## src/rtl/bus_arb.sv

```systemverilog
// bus_arb: shares one external memory bus between the fetch read port and the
// MEM-stage read/write port. Completed results are held until the owning stage
// advances, so a stalled stage never reissues a bus op. An optional watchdog
// aborts a transaction when m_ack never arrives.
module bus_arb #(
  parameter int unsigned ADDR_W  = 64,
  parameter int unsigned DATA_W  = 64,
  parameter int unsigned TIMEOUT = 255
) (
  input  logic                  clk,
  input  logic                  rst_n,
  input  logic                  i_rd_req,
  input  logic [ADDR_W-1:0]     i_addr,
  input  logic                  i_adv,
  output logic [DATA_W-1:0]     i_data,
  output logic                  i_busy,
  input  logic                  d_rd_req,
  input  logic                  d_wr_req,
  input  logic [ADDR_W-1:0]     d_addr,
  input  logic [DATA_W-1:0]     d_wdata,
  input  logic [DATA_W/8-1:0]   d_be,
  input  logic                  d_adv,
  output logic [DATA_W-1:0]     d_rdata,
  output logic                  d_busy_rd,
  output logic                  d_busy_wr,
  output logic [ADDR_W-1:0]     m_addr,
  output logic [DATA_W-1:0]     m_wdata,
  output logic [DATA_W/8-1:0]   m_be,
  output logic                  m_rd,
  output logic                  m_wr,
  input  logic [DATA_W-1:0]     m_rdata,
  input  logic                  m_ack,
  output logic                  err
);

  localparam int unsigned BE_W     = DATA_W / 8;
  localparam int unsigned CNT_W    = (TIMEOUT > 2) ? $clog2(TIMEOUT) : 1;
  localparam logic [CNT_W-1:0] CNT_LOAD = (TIMEOUT > 0) ? CNT_W'(TIMEOUT - 1) : CNT_W'(0);
  localparam bit          WDOG_EN  = (TIMEOUT != 0);

  typedef enum logic [1:0] {S_IDLE, S_I_BUS, S_D_BUS} state_t;

  state_t           state_q, state_d;
  logic [CNT_W-1:0] cnt_q;
  logic             i_done_q, d_done_q;
  logic             i_fin_q, d_fin_q;
  logic             i_pend, d_pend;
  logic             expire, op_end;
  logic             m_rd_nx, m_wr_nx, err_nx;
  logic             ld_i, ld_d, i_cap, d_cap;

  // A port is eligible when it requests, has no held result and is not in its capture cycle
  assign i_pend = i_rd_req && !i_done_q && !i_fin_q;
  assign d_pend = (d_rd_req || d_wr_req) && !d_done_q && !d_fin_q;

  // Watchdog expiry; an m_ack in the same cycle takes precedence
  assign expire = WDOG_EN && (state_q != S_IDLE) && !m_ack && (cnt_q == CNT_W'(0));
  assign op_end = m_ack || expire;

  // Busy flags go straight to the control unit
  assign i_busy    = i_rd_req && !i_done_q;
  assign d_busy_rd = d_rd_req && !d_wr_req && !d_done_q;
  assign d_busy_wr = d_wr_req && !d_done_q;

  // State register
  always_ff @(posedge clk or negedge rst_n) begin
    if (!rst_n) state_q <= S_IDLE;
    else        state_q <= state_d;
  end

  // Next-state: data port wins ties since it holds the older instruction
  always_comb begin
    state_d = state_q;
    case (state_q)
      S_IDLE: begin
        if (d_pend)      state_d = S_D_BUS;
        else if (i_pend) state_d = S_I_BUS;
      end
      S_I_BUS, S_D_BUS: begin
        if (op_end) state_d = S_IDLE;
      end
      default: state_d = S_IDLE;
    endcase
  end

  // Output decode: next strobe values, bus loads and result captures
  always_comb begin
    m_rd_nx = 1'b0;
    m_wr_nx = 1'b0;
    err_nx  = 1'b0;
    ld_i    = 1'b0;
    ld_d    = 1'b0;
    i_cap   = 1'b0;
    d_cap   = 1'b0;
    case (state_q)
      S_IDLE: begin
        if (state_d == S_D_BUS) begin
          ld_d    = 1'b1;
          m_rd_nx = !d_wr_req;
          m_wr_nx = d_wr_req;
        end else if (state_d == S_I_BUS) begin
          ld_i    = 1'b1;
          m_rd_nx = 1'b1;
        end
      end
      S_I_BUS: begin
        if (op_end) begin
          i_cap  = 1'b1;
          err_nx = expire;
        end else begin
          m_rd_nx = m_rd;
        end
      end
      S_D_BUS: begin
        if (op_end) begin
          d_cap  = 1'b1;
          err_nx = expire;
        end else begin
          m_rd_nx = m_rd;
          m_wr_nx = m_wr;
        end
      end
      default: ;
    endcase
  end

  // Bus-side registers and watchdog counter
  always_ff @(posedge clk or negedge rst_n) begin
    if (!rst_n) begin
      m_addr  <= '0;
      m_wdata <= '0;
      m_be    <= '0;
      m_rd    <= 1'b0;
      m_wr    <= 1'b0;
      err     <= 1'b0;
      cnt_q   <= '0;
    end else begin
      m_rd <= m_rd_nx;
      m_wr <= m_wr_nx;
      err  <= err_nx;
      if (ld_i) begin
        m_addr  <= i_addr;
        m_wdata <= '0;
        m_be    <= {BE_W{1'b1}};
      end else if (ld_d) begin
        m_addr  <= d_addr;
        m_wdata <= d_wdata;
        m_be    <= d_be;
      end
      if (ld_i || ld_d) begin
        cnt_q <= CNT_LOAD;
      end else if ((state_q != S_IDLE) && !m_ack && (cnt_q != CNT_W'(0))) begin
        cnt_q <= cnt_q - CNT_W'(1);
      end
    end
  end

  // Result capture and done flags; done is raised one cycle after the bus op ends
  always_ff @(posedge clk or negedge rst_n) begin
    if (!rst_n) begin
      i_data   <= '0;
      d_rdata  <= '0;
      i_fin_q  <= 1'b0;
      d_fin_q  <= 1'b0;
      i_done_q <= 1'b0;
      d_done_q <= 1'b0;
    end else begin
      i_fin_q <= i_cap;
      d_fin_q <= d_cap;
      if (i_cap) i_data <= m_ack ? m_rdata : '0;
      if (d_cap) begin
        if (!m_ack)    d_rdata <= '0;
        else if (m_rd) d_rdata <= m_rdata;
      end
      if (i_fin_q)                   i_done_q <= 1'b1;
      else if (i_adv || !i_rd_req)   i_done_q <= 1'b0;
      if (d_fin_q)                               d_done_q <= 1'b1;
      else if (d_adv || !(d_rd_req || d_wr_req)) d_done_q <= 1'b0;
    end
  end

endmodule
```

## config.mk

```make
export PLATFORM = sky130hd
export DESIGN_NAME = bus_arb
export DESIGN_NICKNAME = d
export VERILOG_FILES = /design/src/rtl/bus_arb.sv
export SDC_FILE = /design/constraint.sdc
export NUM_CORES = 1
export LEC_CHECK = 0
export CAP_MARGIN = 10
export CELL_PAD_IN_SITES_DETAIL_PLACEMENT = 1
export CELL_PAD_IN_SITES_GLOBAL_PLACEMENT = 1
export CORE_ASPECT_RATIO = 0.8
export CORE_UTILIZATION = 29
export DETAILED_ROUTE_END_ITERATION = 10
export PLACE_DENSITY = 0.82
export SYNTH_ARGS = -nofsm -noshare
export SYNTH_HDL_FRONTEND = slang
export SYNTH_SLANG_ARGS = --single-unit
```

## constraint.sdc

```tcl
create_clock -name clk -period 2.4 [get_ports clk]
set_input_delay 0.36 -clock clk [delete_from_list [all_inputs] [get_ports clk]]
set_output_delay 0.36 -clock clk [all_outputs]
set_load 0.01 [all_outputs]
```

==> run metrics, run 1 <==
path category of the worst min-delay check input port to flip-flop; DIE AREA 0.0417 mm²; initial core utilization 29.7%; width of the die 228 µm; Slowest cell on crit path a2111o_2; WL final 53,500 µm; critical path capture point type flip-flop; most common cell after layout, fill and taps aside clkdlybuf4s50_1; Max clock buf depth 3; final net count 1,803; crit path launch type flip-flop; number of core rows 65; Tmin final 2620 ps; Critical Path AT 3010 ps; setup violators final 67; vias 10,400; Worst-Margin Slew 768 ps; I/O pins 542; crit path max fanout 12; Synth Warn # 0; 1st-iter DRT viols 560; DR WL/cell 25.7 µm; 1st-pass router iterations 6; Area Overhead vs Synth 69.6%; FF-to-FF Start state_q[0]; Setup crit end m_addr[21]; Top delay family on crit path compound AO/OA/AOI/OAI gates; outcome complete, but fails checks; EDFF count, synth 0; syn avg cell area 12.9 µm²; r2r worst-path depth 9; GPL Wtd Cong 0.879; crit-path cells inv_2 > ha_4 > nand2b_4 > a211o_1 > a2111o_2 > buf_12 > clkbuf_16 > mux2_4 > mux2_2; Max VDD drop 0.740 mV; core area 0.0399 mm²; RR Endpoint m_addr[21]; Slew HR 48.8%; Final Max Tran Viols 0; first-pass GRT wire length 74,900 µm; worst clock skew 17.2 ps; latest clock arrival within the worst-skew pair 520 ps; clk sink count 281; drt via density 5.01; critical path launch point state_q[0]; Worst-path clk slew 60 ps; final hold vios 0; CP Depth 9; pwr dens 1430 mW/mm²; static leakage 8.82 nW; cell area after synthesis 0.0118 mm²; flops & latches, synth 281; share of cells above drive strength 1 19.8%; GR Overflow Total 0; DRC 0; Port Buffers 541; largest net degree at the start of global routing 77; fmax 382 MHz; CTS tree done; RSZ-0062 raised after global routing true; critical path class flip-flop to flip-flop; # Max-Cap Violations 0; CTS root buffer clkbuf_16; Routed Antenna Nets 0; final worst slack -217 ps; via count of the first global-routing pass 11,600; Crit path largest cell delay 460 ps; Die Height 183 µm; initial antenna violation count 3; period utilisation layout 109%; failing checks setup timing; reg2reg setup slack -220 ps; Yosys cell types 48; Max H-tree Level 2; most frequent cells in the layout 539 x clkdlybuf4s50_1, 280 x dfrtp_1, 140 x nand2_1, 74 x mux2_4, 73 x o21ai_0; Gate Count Post-Synth 918; Req. time, crit path 2790 ps; Seq/Total Area, Yosys 59.3%; Post-synth top flop dfrtp_1; CTS buffer count 34; Layout Utilization 50.4%; Power, Total 28.8 mW; placed wire-length estimate 35,400 µm; GRT Total Usage 23.7%; syn nets 1,196; post-synthesis async set-or-reset flop share 100%; Final Hold Slack 252 ps; WP buf/inv 3
==> state kept, by name, summed over array words and instances, names as in the netlist <==
name      count
cnt_q         8
err           1
m_addr       64
i_fin_q       1
d_fin_q       1
m_wdata      64
m_wr          1
m_be          8
i_done_q      1
i_data       64
d_rdata      64
m_rd          1
d_done_q      1
state_q       2
==> per-stage QoR <==
stage | instances | worst slack (ps) | cell area [µm²] | TNS, ps
6_report | 2083 | -217 | 20100 | -11920
5_1_grt | 2082 | -263 | 20100 | -18370
3_5_place_dp | 1997 | -527 | 18400 | -46740
3_3_place_gp | 1997 | -472 | 18400 | -36970
4_1_cts | 2063 | -191 | 19600 | -9460
2_1_floorplan | 918 | -40.7 | 11900 | -2560
==> synth_stat cells, types with 4 or more instances <==
cell type	count	area [µm²]
a32o_1	65	651
ha_1	6	75.1
mux2_4	64	961
nor3_1	4	20.0
o21ai_0	73	365
mux2_2	64	721
inv_1	8	30.0
buf_6	8	90.1
a21oi_1	7	35.0
buf_4	6	45.0
nor2_1	7	26.3
dfrtp_1	281	7030
nand2_1	140	526
a22o_1	64	561
nand2b_1	4	25.0
clkbuf_1	45	169
buf_1	4	15.0
nand3_1	14	70.1
buf_2	10	50.1
xor2_1	4	35.0
==> where the power goes <==
group          switching [mW]  total [mW]  internal [mW]
combinational            6.78        15.5           8.71
clock                    2.12        4.95           2.83
sequential               1.38        8.32           6.94
total                    10.3        28.8           18.5
==> cell families (layout without fill, tap and decap cells) <==
kind of cell,Yosys count,count (layout),synth area share (%)
other cells,0,3,0
simple gates,186,186,6.92
buf+inv,81,707,3.37
mux,128,128,14.2
fa+ha+maj,6,6,0.634
compound gates,229,229,15.0
xor+xnor,7,7,0.517
flops,281,281,59.3
==> worst min-delay path: stages <==
cell	delay, ps
buf_4	90
nand2b_4	110
buf_4	110
nor4_1	60
==> routing by layer <==
metal | part of all wire, % | track usage (%) | up-vias
met5 | 0.019 | 0 | -
met4 | 4.4 | 11.2 | 2
met3 | 7.5 | 7.65 | 94
met2 | 51 | 41.3 | 414
met1 | 38 | 26.4 | 5366
li1 | - | - | 4566
==> how the worst min path moves through the flow <==
stage / slack, ps / startpoint / cells past startpoint / endpoint
after global routing: 250 / m_ack / 4 / err
final: 250 / m_ack / 4 / err
after CTS: 220 / m_ack / 4 / err
after floorplan: 60 / rst_n / 0 / cnt_q[0]
after detailed placement: 400 / rst_n / 1 / d_rdata[13]
after global placement: 400 / rst_n / 1 / d_rdata[13]
==> timing repair <==
item | CTS | global route
gates cloned | 3 | 14
resized for setup | 15 | 26
hold buffers | 1 | 0
setup buffers | 7 | 5
hold endpoints to repair | 62 | 0
pin swaps | 40 | 6
setup endpoints to repair | 129 | 136
==> final cells by class <==
| type | count | area, µm² |
|---|---|---|
| Clock inverter | 9 | 65.1 |
| Tap cell | 536 | 671 |
| Timing Repair Buffer | 644 | 6810 |
| Multi-Input combinational cell | 556 | 4510 |
| Clock buffer | 46 | 967 |
| Inverter | 8 | 30.0 |
| Fill cell | 4127 | 19800 |
| Antenna cell | 3 | 7.51 |
| Sequential cell | 281 | 7030 |
Note: power is estimated with default switching activity, not from simulation.
==> run 2, diff against run 1 <==
--- a/config.mk
+++ b/config.mk
@@ -5,6 +5,7 @@
 export SDC_FILE = /design/constraint.sdc
 export NUM_CORES = 1
 export LEC_CHECK = 0
+export ABC_CLOCK_PERIOD_IN_PS = 2400
 export CAP_MARGIN = 10
 export CELL_PAD_IN_SITES_DETAIL_PLACEMENT = 1
 export CELL_PAD_IN_SITES_GLOBAL_PLACEMENT = 1
==> results of run 2 <==
The final DEF is identical to that of run 1; final timing and power are the same.
